--- src/rtl/snake_step.sv ---
// Snake game-tick stage: on each rising edge of the divided game clock the
// head advances one cell in the steered direction, the body is kept in a
// ring buffer, wall/self collisions are detected and the freed tail cell is
// reported so the drawing logic can erase it.

package snake_pkg;
    typedef enum logic [1:0] {MENU = 2'd0, GAME = 2'd1, PAUSE = 2'd2, OVER = 2'd3} game_mode;
    typedef enum logic [1:0] {UP = 2'd0, DOWN = 2'd1, LEFT = 2'd2, RIGHT = 2'd3} direction;
endpackage

module snake_step
    import snake_pkg::*;
#(
    parameter int GRID_W   = 32,
    parameter int GRID_H   = 24,
    parameter int MAX_LEN  = 64,
    parameter int INIT_X   = 16,
    parameter int INIT_Y   = 12,
    parameter int INIT_LEN = 3,
    localparam int X_W = $clog2(GRID_W),
    localparam int Y_W = $clog2(GRID_H),
    localparam int L_W = $clog2(MAX_LEN + 1)
) (
    input  logic           clk,
    input  logic           rst,
    input  logic           clk_divided,
    input  game_mode       mode,
    input  direction       dir,
    input  logic           grow,
    output logic [X_W-1:0] head_x,
    output logic [Y_W-1:0] head_y,
    output logic [X_W-1:0] tail_x,
    output logic [Y_W-1:0] tail_y,
    output logic           tail_valid,
    output logic [L_W-1:0] length,
    output logic           step_done,
    output logic           crash
);

    localparam int P_W = (MAX_LEN > 1) ? $clog2(MAX_LEN) : 1;

    typedef enum logic [2:0] {IDLE, CALC, SCAN, COMMIT, DEAD} state_t;

    state_t         state;
    state_t         state_next;

    logic [X_W-1:0] ring_x [MAX_LEN];
    logic [Y_W-1:0] ring_y [MAX_LEN];

    logic           prev_div;
    logic           tick;
    logic [P_W-1:0] wr_ptr;
    logic [P_W-1:0] scan_ptr;
    logic [L_W-1:0] scan_cnt;
    logic [X_W-1:0] nxt_x;
    logic [Y_W-1:0] nxt_y;
    direction       step_dir;
    direction       last_dir;
    direction       turn_dir;
    logic           grow_pending;
    logic           step_grow;

    logic [X_W-1:0] cand_x;
    logic [Y_W-1:0] cand_y;
    logic           wall;
    logic           growing;
    logic [L_W-1:0] scan_n;
    logic           hit;
    int             oldest_sum;
    logic [P_W-1:0] oldest_ptr;

    function automatic direction opposite(input direction d);
        case (d)
            UP:      return DOWN;
            DOWN:    return UP;
            LEFT:    return RIGHT;
            default: return LEFT;
        endcase
    endfunction

    function automatic logic [P_W-1:0] ptr_dec(input logic [P_W-1:0] p);
        return (p == '0) ? P_W'(MAX_LEN - 1) : p - P_W'(1);
    endfunction

    function automatic logic [P_W-1:0] ptr_inc(input logic [P_W-1:0] p);
        return (p == P_W'(MAX_LEN - 1)) ? '0 : p + P_W'(1);
    endfunction

    assign tick  = clk_divided & ~prev_div;
    assign crash = (state == DEAD);

    // Candidate head cell for the latched step direction; no wrap-around, edges are walls
    always_comb begin
        cand_x = head_x;
        cand_y = head_y;
        wall   = 1'b0;
        case (step_dir)
            UP:      if (head_y == '0) wall = 1'b1; else cand_y = head_y - Y_W'(1);
            DOWN:    if (head_y == Y_W'(GRID_H - 1)) wall = 1'b1; else cand_y = head_y + Y_W'(1);
            LEFT:    if (head_x == '0) wall = 1'b1; else cand_x = head_x - X_W'(1);
            default: if (head_x == X_W'(GRID_W - 1)) wall = 1'b1; else cand_x = head_x + X_W'(1);
        endcase
    end

    // Steering, scan length and ring-buffer bookkeeping derived from current state
    always_comb begin
        turn_dir = dir;
        if (dir == opposite(last_dir)) turn_dir = last_dir;
        growing    = grow_pending && (length != L_W'(MAX_LEN));
        scan_n     = growing ? length : length - L_W'(1);
        hit        = (ring_x[scan_ptr] == nxt_x) && (ring_y[scan_ptr] == nxt_y);
        oldest_sum = int'(wr_ptr) + MAX_LEN - int'(length);
        if (oldest_sum >= MAX_LEN) oldest_sum = oldest_sum - MAX_LEN;
        oldest_ptr = P_W'(oldest_sum);
    end

    // Next-state logic; leaving GAME always forces a return to IDLE
    always_comb begin
        state_next = state;
        case (state)
            IDLE:    if (tick) state_next = CALC;
            CALC:    if (wall) state_next = DEAD;
                     else if (scan_n == '0) state_next = COMMIT;
                     else state_next = SCAN;
            SCAN:    if (hit) state_next = DEAD;
                     else if (scan_cnt == L_W'(1)) state_next = COMMIT;
            COMMIT:  state_next = IDLE;
            DEAD:    state_next = DEAD;
            default: state_next = IDLE;
        endcase
        if (mode != GAME) state_next = IDLE;
    end

    // State register
    always_ff @(posedge clk or negedge rst) begin
        if (!rst) state <= IDLE;
        else      state <= state_next;
    end

    // Body ring buffer: preloaded with the vertical initial body, oldest entry at index 0
    always_ff @(posedge clk or negedge rst) begin
        if (!rst) begin
            for (int i = 0; i < MAX_LEN; i++) begin
                ring_x[i] <= (i < INIT_LEN) ? X_W'(INIT_X) : '0;
                ring_y[i] <= (i < INIT_LEN) ? Y_W'(INIT_Y + INIT_LEN - 1 - i) : '0;
            end
        end else if (mode != GAME) begin
            for (int i = 0; i < MAX_LEN; i++) begin
                ring_x[i] <= (i < INIT_LEN) ? X_W'(INIT_X) : '0;
                ring_y[i] <= (i < INIT_LEN) ? Y_W'(INIT_Y + INIT_LEN - 1 - i) : '0;
            end
        end else if (state == COMMIT) begin
            ring_x[wr_ptr] <= nxt_x;
            ring_y[wr_ptr] <= nxt_y;
        end
    end

    // Step datapath: latch direction, compute next cell, walk the body, then commit
    always_ff @(posedge clk or negedge rst) begin
        if (!rst) begin
            prev_div     <= 1'b0;
            head_x       <= X_W'(INIT_X);
            head_y       <= Y_W'(INIT_Y);
            length       <= L_W'(INIT_LEN);
            wr_ptr       <= P_W'(INIT_LEN % MAX_LEN);
            scan_ptr     <= '0;
            scan_cnt     <= '0;
            nxt_x        <= '0;
            nxt_y        <= '0;
            step_dir     <= UP;
            last_dir     <= UP;
            grow_pending <= 1'b0;
            step_grow    <= 1'b0;
            tail_x       <= '0;
            tail_y       <= '0;
            tail_valid   <= 1'b0;
            step_done    <= 1'b0;
        end else begin
            prev_div   <= clk_divided;
            tail_valid <= 1'b0;
            step_done  <= 1'b0;
            if (mode != GAME) begin
                head_x       <= X_W'(INIT_X);
                head_y       <= Y_W'(INIT_Y);
                length       <= L_W'(INIT_LEN);
                wr_ptr       <= P_W'(INIT_LEN % MAX_LEN);
                scan_ptr     <= '0;
                scan_cnt     <= '0;
                nxt_x        <= '0;
                nxt_y        <= '0;
                step_dir     <= UP;
                last_dir     <= UP;
                grow_pending <= 1'b0;
                step_grow    <= 1'b0;
                tail_x       <= '0;
                tail_y       <= '0;
            end else begin
                if (grow) grow_pending <= 1'b1;
                case (state)
                    IDLE: if (tick) step_dir <= turn_dir;
                    CALC: begin
                        nxt_x     <= cand_x;
                        nxt_y     <= cand_y;
                        scan_ptr  <= ptr_dec(wr_ptr);
                        scan_cnt  <= scan_n;
                        step_grow <= growing;
                    end
                    SCAN: begin
                        scan_ptr <= ptr_dec(scan_ptr);
                        scan_cnt <= scan_cnt - L_W'(1);
                    end
                    COMMIT: begin
                        wr_ptr       <= ptr_inc(wr_ptr);
                        head_x       <= nxt_x;
                        head_y       <= nxt_y;
                        last_dir     <= step_dir;
                        step_done    <= 1'b1;
                        grow_pending <= grow;
                        if (step_grow) begin
                            length <= length + L_W'(1);
                        end else begin
                            tail_x     <= ring_x[oldest_ptr];
                            tail_y     <= ring_y[oldest_ptr];
                            tail_valid <= 1'b1;
                        end
                    end
                    default: ;
                endcase
            end
        end
    end

endmodule
--- config.mk ---
export PLATFORM = sky130hd
export DESIGN_NAME = snake_step
export DESIGN_NICKNAME = d
export VERILOG_FILES = /design/src/rtl/snake_step.sv
export SDC_FILE = /design/constraint.sdc
export NUM_CORES = 2
export LEC_CHECK = 0
export CAP_MARGIN = 20
export CORE_UTILIZATION = 59
export CTS_BUF_LIST = sky130_fd_sc_hd__clkbuf_4
export DETAILED_ROUTE_END_ITERATION = 7
export PLACE_DENSITY = 0.85
export SLEW_MARGIN = 15
export SYNTH_ARGS = -nofsm -noshare
export SYNTH_HDL_FRONTEND = slang
export SYNTH_SLANG_ARGS = --single-unit
--- constraint.sdc ---
create_clock -name clk -period 4.4 [get_ports clk]
set_clock_uncertainty 0.2 [all_clocks]
set_input_delay 0.88 -clock clk [delete_from_list [all_inputs] [get_ports clk]]
set_output_delay 0.88 -clock clk [all_outputs]
set_load 0.02 [all_outputs]
==> impl_metrics.yaml <==
synthesis:
  synth_edf_count: 0
  synthCells: 4041
  synth_xor_xnor_area_share_pct: 0.738
  avgSynthCellArea_um2: 9.98
  synth-seq-cells: 708
  synthMuxAreaShare_pct: 24.8
  synth_ff_type: "dfrtp_1"
  netlist_area_um2: 40300
  synthDistinctLibCells: 68
  synthSimpleGateAreaFrac_pct: 15.9
  synthAdderAreaFrac_pct: 0.639
  ys_warn_count: 0
  ys_seq_area_share_pct: 44.0
  synth_top_family_by_area: "multiplexers"
  syn_nets: 4069
  synth-compound-area-share_pct: 10.1
  async_flop_share_pct: 100
global_route:
  grt_max_degree: 119
  antenna_found_initial: 12
  grt_usage_pct: 43.8
  first_global_vias: 35900
  grt_pass1_wl_mm: 225
  overflow: 0
timing:
  rsz0062_at_grt: "no"
  tightest_slew_ns: 1.11
  setup_viol: 0
  report.final.slew_viol_count: 0
  hold_violations: 0
  max_freq_ghz: 0.230
  fin_crit_sh_pct: 98.7
  max-slew-margin-rel_pct: 25.5
  finalSetupTns_ns: 0
  timing.hold.ws_ns: 0.0256
  setup_slack_ns: 0.0591
  min_period_ns: 4.34
setup_path:
  cp_cell_sequence: "buf_4 -> or3_1 -> o221ai_1 -> a2111oi_0 -> buf_4 -> a31oi_1 -> o21ai_1 -> buf_4 -> xor2_1 -> nand4_1 -> or4_1 -> o21ai_1"
  cp_slowest_cell: "dfrtp_1"
  max_stage_delay_ns: 0.95
  worstPathRequired_ns: 5.24
  crit_top_cell: "buf_4"
  arrival_ns: 5.18
  cp_max_fo: 15
  cp-start-kind: "register"
  end_kind: "register"
  crit_type: "reg -> reg"
flow_run:
  maxCapViolCount: 0
cts:
  cts_tree: "built"
  cts_max_path_buffers: 3
  clk_latency_ns: 1.16
  clkTransAtPathRegs_ns: 0.07
  cts_root_buf: "clkbuf_4"
  clkSinkCount: 708
  h-tree-depth: 4
  cts_made_buffers: 185
cells_and_area:
  area_growth_pct: 10.6
  num-nets-final: 4136
  layout-drive-gt1-share_pct: 19.8
outcome:
  status: "finished with violations"
  failed_checks: "design-rule violations"
floorplan:
  die_h_um: 263
  rows: 95
  die_x_um: 263
  io_pins: 38
  die_area_um2: 69400
  start_util_pct: 59.8
  core_area_um2: 67400
route:
  vias: 37100
  wire_per_inst_um: 29.4
  drt.antenna.violating_nets: 0
  route.detailed.drc: 3
  first_iter_violations: 6946
  dr.pass1.iters: 8
  viasPerCell: 7.24
  finalWirelength_mm: 151
placement:
  dp_hpwl_mm: 100
  dp_slack_ns: 0.111
  place_congestion: 1.07
  place.port_buffers: 37
pwr:
  irDropWorstVdd_uv: 189
  p_leak_nw: 17.2
  power_density_nw_per_um2: 287
hold_path:
  hold_path_class: "in -> async"
-- cell usage in the layout, fill, tap and decap left out, types with 21 or more instances in the layout --
| cell | instances |
|---|---|
| a211oi_1 | 21 |
| a21oi_1 | 527 |
| buf_12 | 33 |
| buf_4 | 141 |
| clkbuf_4 | 270 |
| clkdlybuf4s50_1 | 36 |
| clkinv_1 | 33 |
| dfrtp_1 | 677 |
| inv_1 | 23 |
| mux2i_1 | 279 |
| mux4_2 | 311 |
| nand2_1 | 1005 |
| nand3_1 | 155 |
| nor2_1 | 287 |
| o21ai_0 | 36 |
| xnor2_1 | 21 |
-- synthesized netlist by cell type (all sizes together) (21+ instances only) --
| master | number | area, µm² |
|---|---|---|
| a211oi | 21 | 158 |
| a21oi | 527 | 2640 |
| buf | 66 | 388 |
| clkbuf | 269 | 1010 |
| dfrtp | 690 | 17300 |
| inv | 25 | 93.8 |
| mux2i | 280 | 2800 |
| mux4 | 311 | 7000 |
| nand2 | 1005 | 3770 |
| nand3 | 155 | 776 |
| nor2 | 289 | 1080 |
| nor3 | 21 | 105 |
| o21ai | 53 | 265 |
| xnor2 | 22 | 193 |
-- per-stage QoR --
stage                     instance area [µm²]  util, %  std cells  power (mW)
after floorplan                         40300        -       4041        6.82
after global placement                  42200     62.7       4790        7.06
after detailed placement                42200     62.7       4790        7.06
after CTS                               44500     66.1       5109        12.8
after global routing                    44600     66.2       5117        13.2
final                                   44600     66.2       5121        12.8
-- path summary, 6_finish.rpt --
path | slack, ns | endpoint | from | depth (start not counted)
setup / recovery | 0.06 | state[2] | scan_ptr[3] | 12
hold / removal | 0.03 | ring_y[137] | rst | 2
setup reg to reg | 0.06 | state[2] | scan_ptr[3] | 12
hold reg to reg | 0.30 | ring_y[307] | ring_y[307] | 2
max in group asynchronous | 2.62 | ring_y[46] | rst | 4
min in group clk | 0.04 | prev_div | clk_divided | 1
-- sequential cells by signal (all words and copies together) (netlist names), 3 cells and up --
| name | flops |
|---|---|
| scan_cnt | 7 |
| wr_ptr | 6 |
| tail_x | 5 |
| state | 3 |
| ring_y | 320 |
| nxt_y | 5 |
| ring_x | 320 |
| nxt_x | 5 |
| head_y | 5 |
| tail_y | 5 |
| length | 7 |
| head_x | 5 |
| scan_ptr | 6 |
-- power breakdown --
group	total [mW]	switching (mW)	internal, mW
combinational	0.425	0.342	0.0830
sequential	6.53	0.0189	6.51
clock	5.86	2.94	2.92
-- layout make-up --
cell class | count | area (µm²)
clock inverters | 47 | 270
well taps | 873 | 1090
fillers | 4951 | 22800
flip-flops and latches | 708 | 17800
repair buffers | 215 | 2160
multi-input cells | 2970 | 21200
diodes | 10 | 25.0
inverters | 28 | 105
clock buffers | 270 | 2030
-- critical path: cells and delay by family (launching register included) --
family | cells | cell delay [ns]
buf+inv | 3 | 0.72
simple gates | 3 | 0.99
flops | 1 | 0.95
xor+xnor | 1 | 0.15
compound gates | 5 | 1.25
-- cells by family (layout without fill, tap and decap cells) --
group                      count (synthesis)  in the layout
AOI/OAI and AO/OA                        729            729
and+or+nand+nor                         1577           1577
buffers and inverters                    363            560
muxes                                    610            610
xor gates and xnor gates                  34             34
other                                      0             10
DFF                                      708            708
adders and majority gates                 20             20
-- layer usage --
layer  track usage [%]  vias up  wire [µm]
met5             0.416        -         88
met2              60.5     3566      62400
li1                  -    14600          -
met1              54.2    17900      49300
met3              19.7      971      24700
met4              32.4       10      13900
-- timing repair --
| action | CTS | global route |
|---|---|---|
| hold buffers | 2 | 0 |
| setup endpoints to repair | 0 | 3 |
| hold endpoints to repair | 591 | 0 |
| gates resized for setup | 0 | 2 |
| buffers inserted | 0 | 2 |
Note: power is estimated with default switching activity, not from simulation.
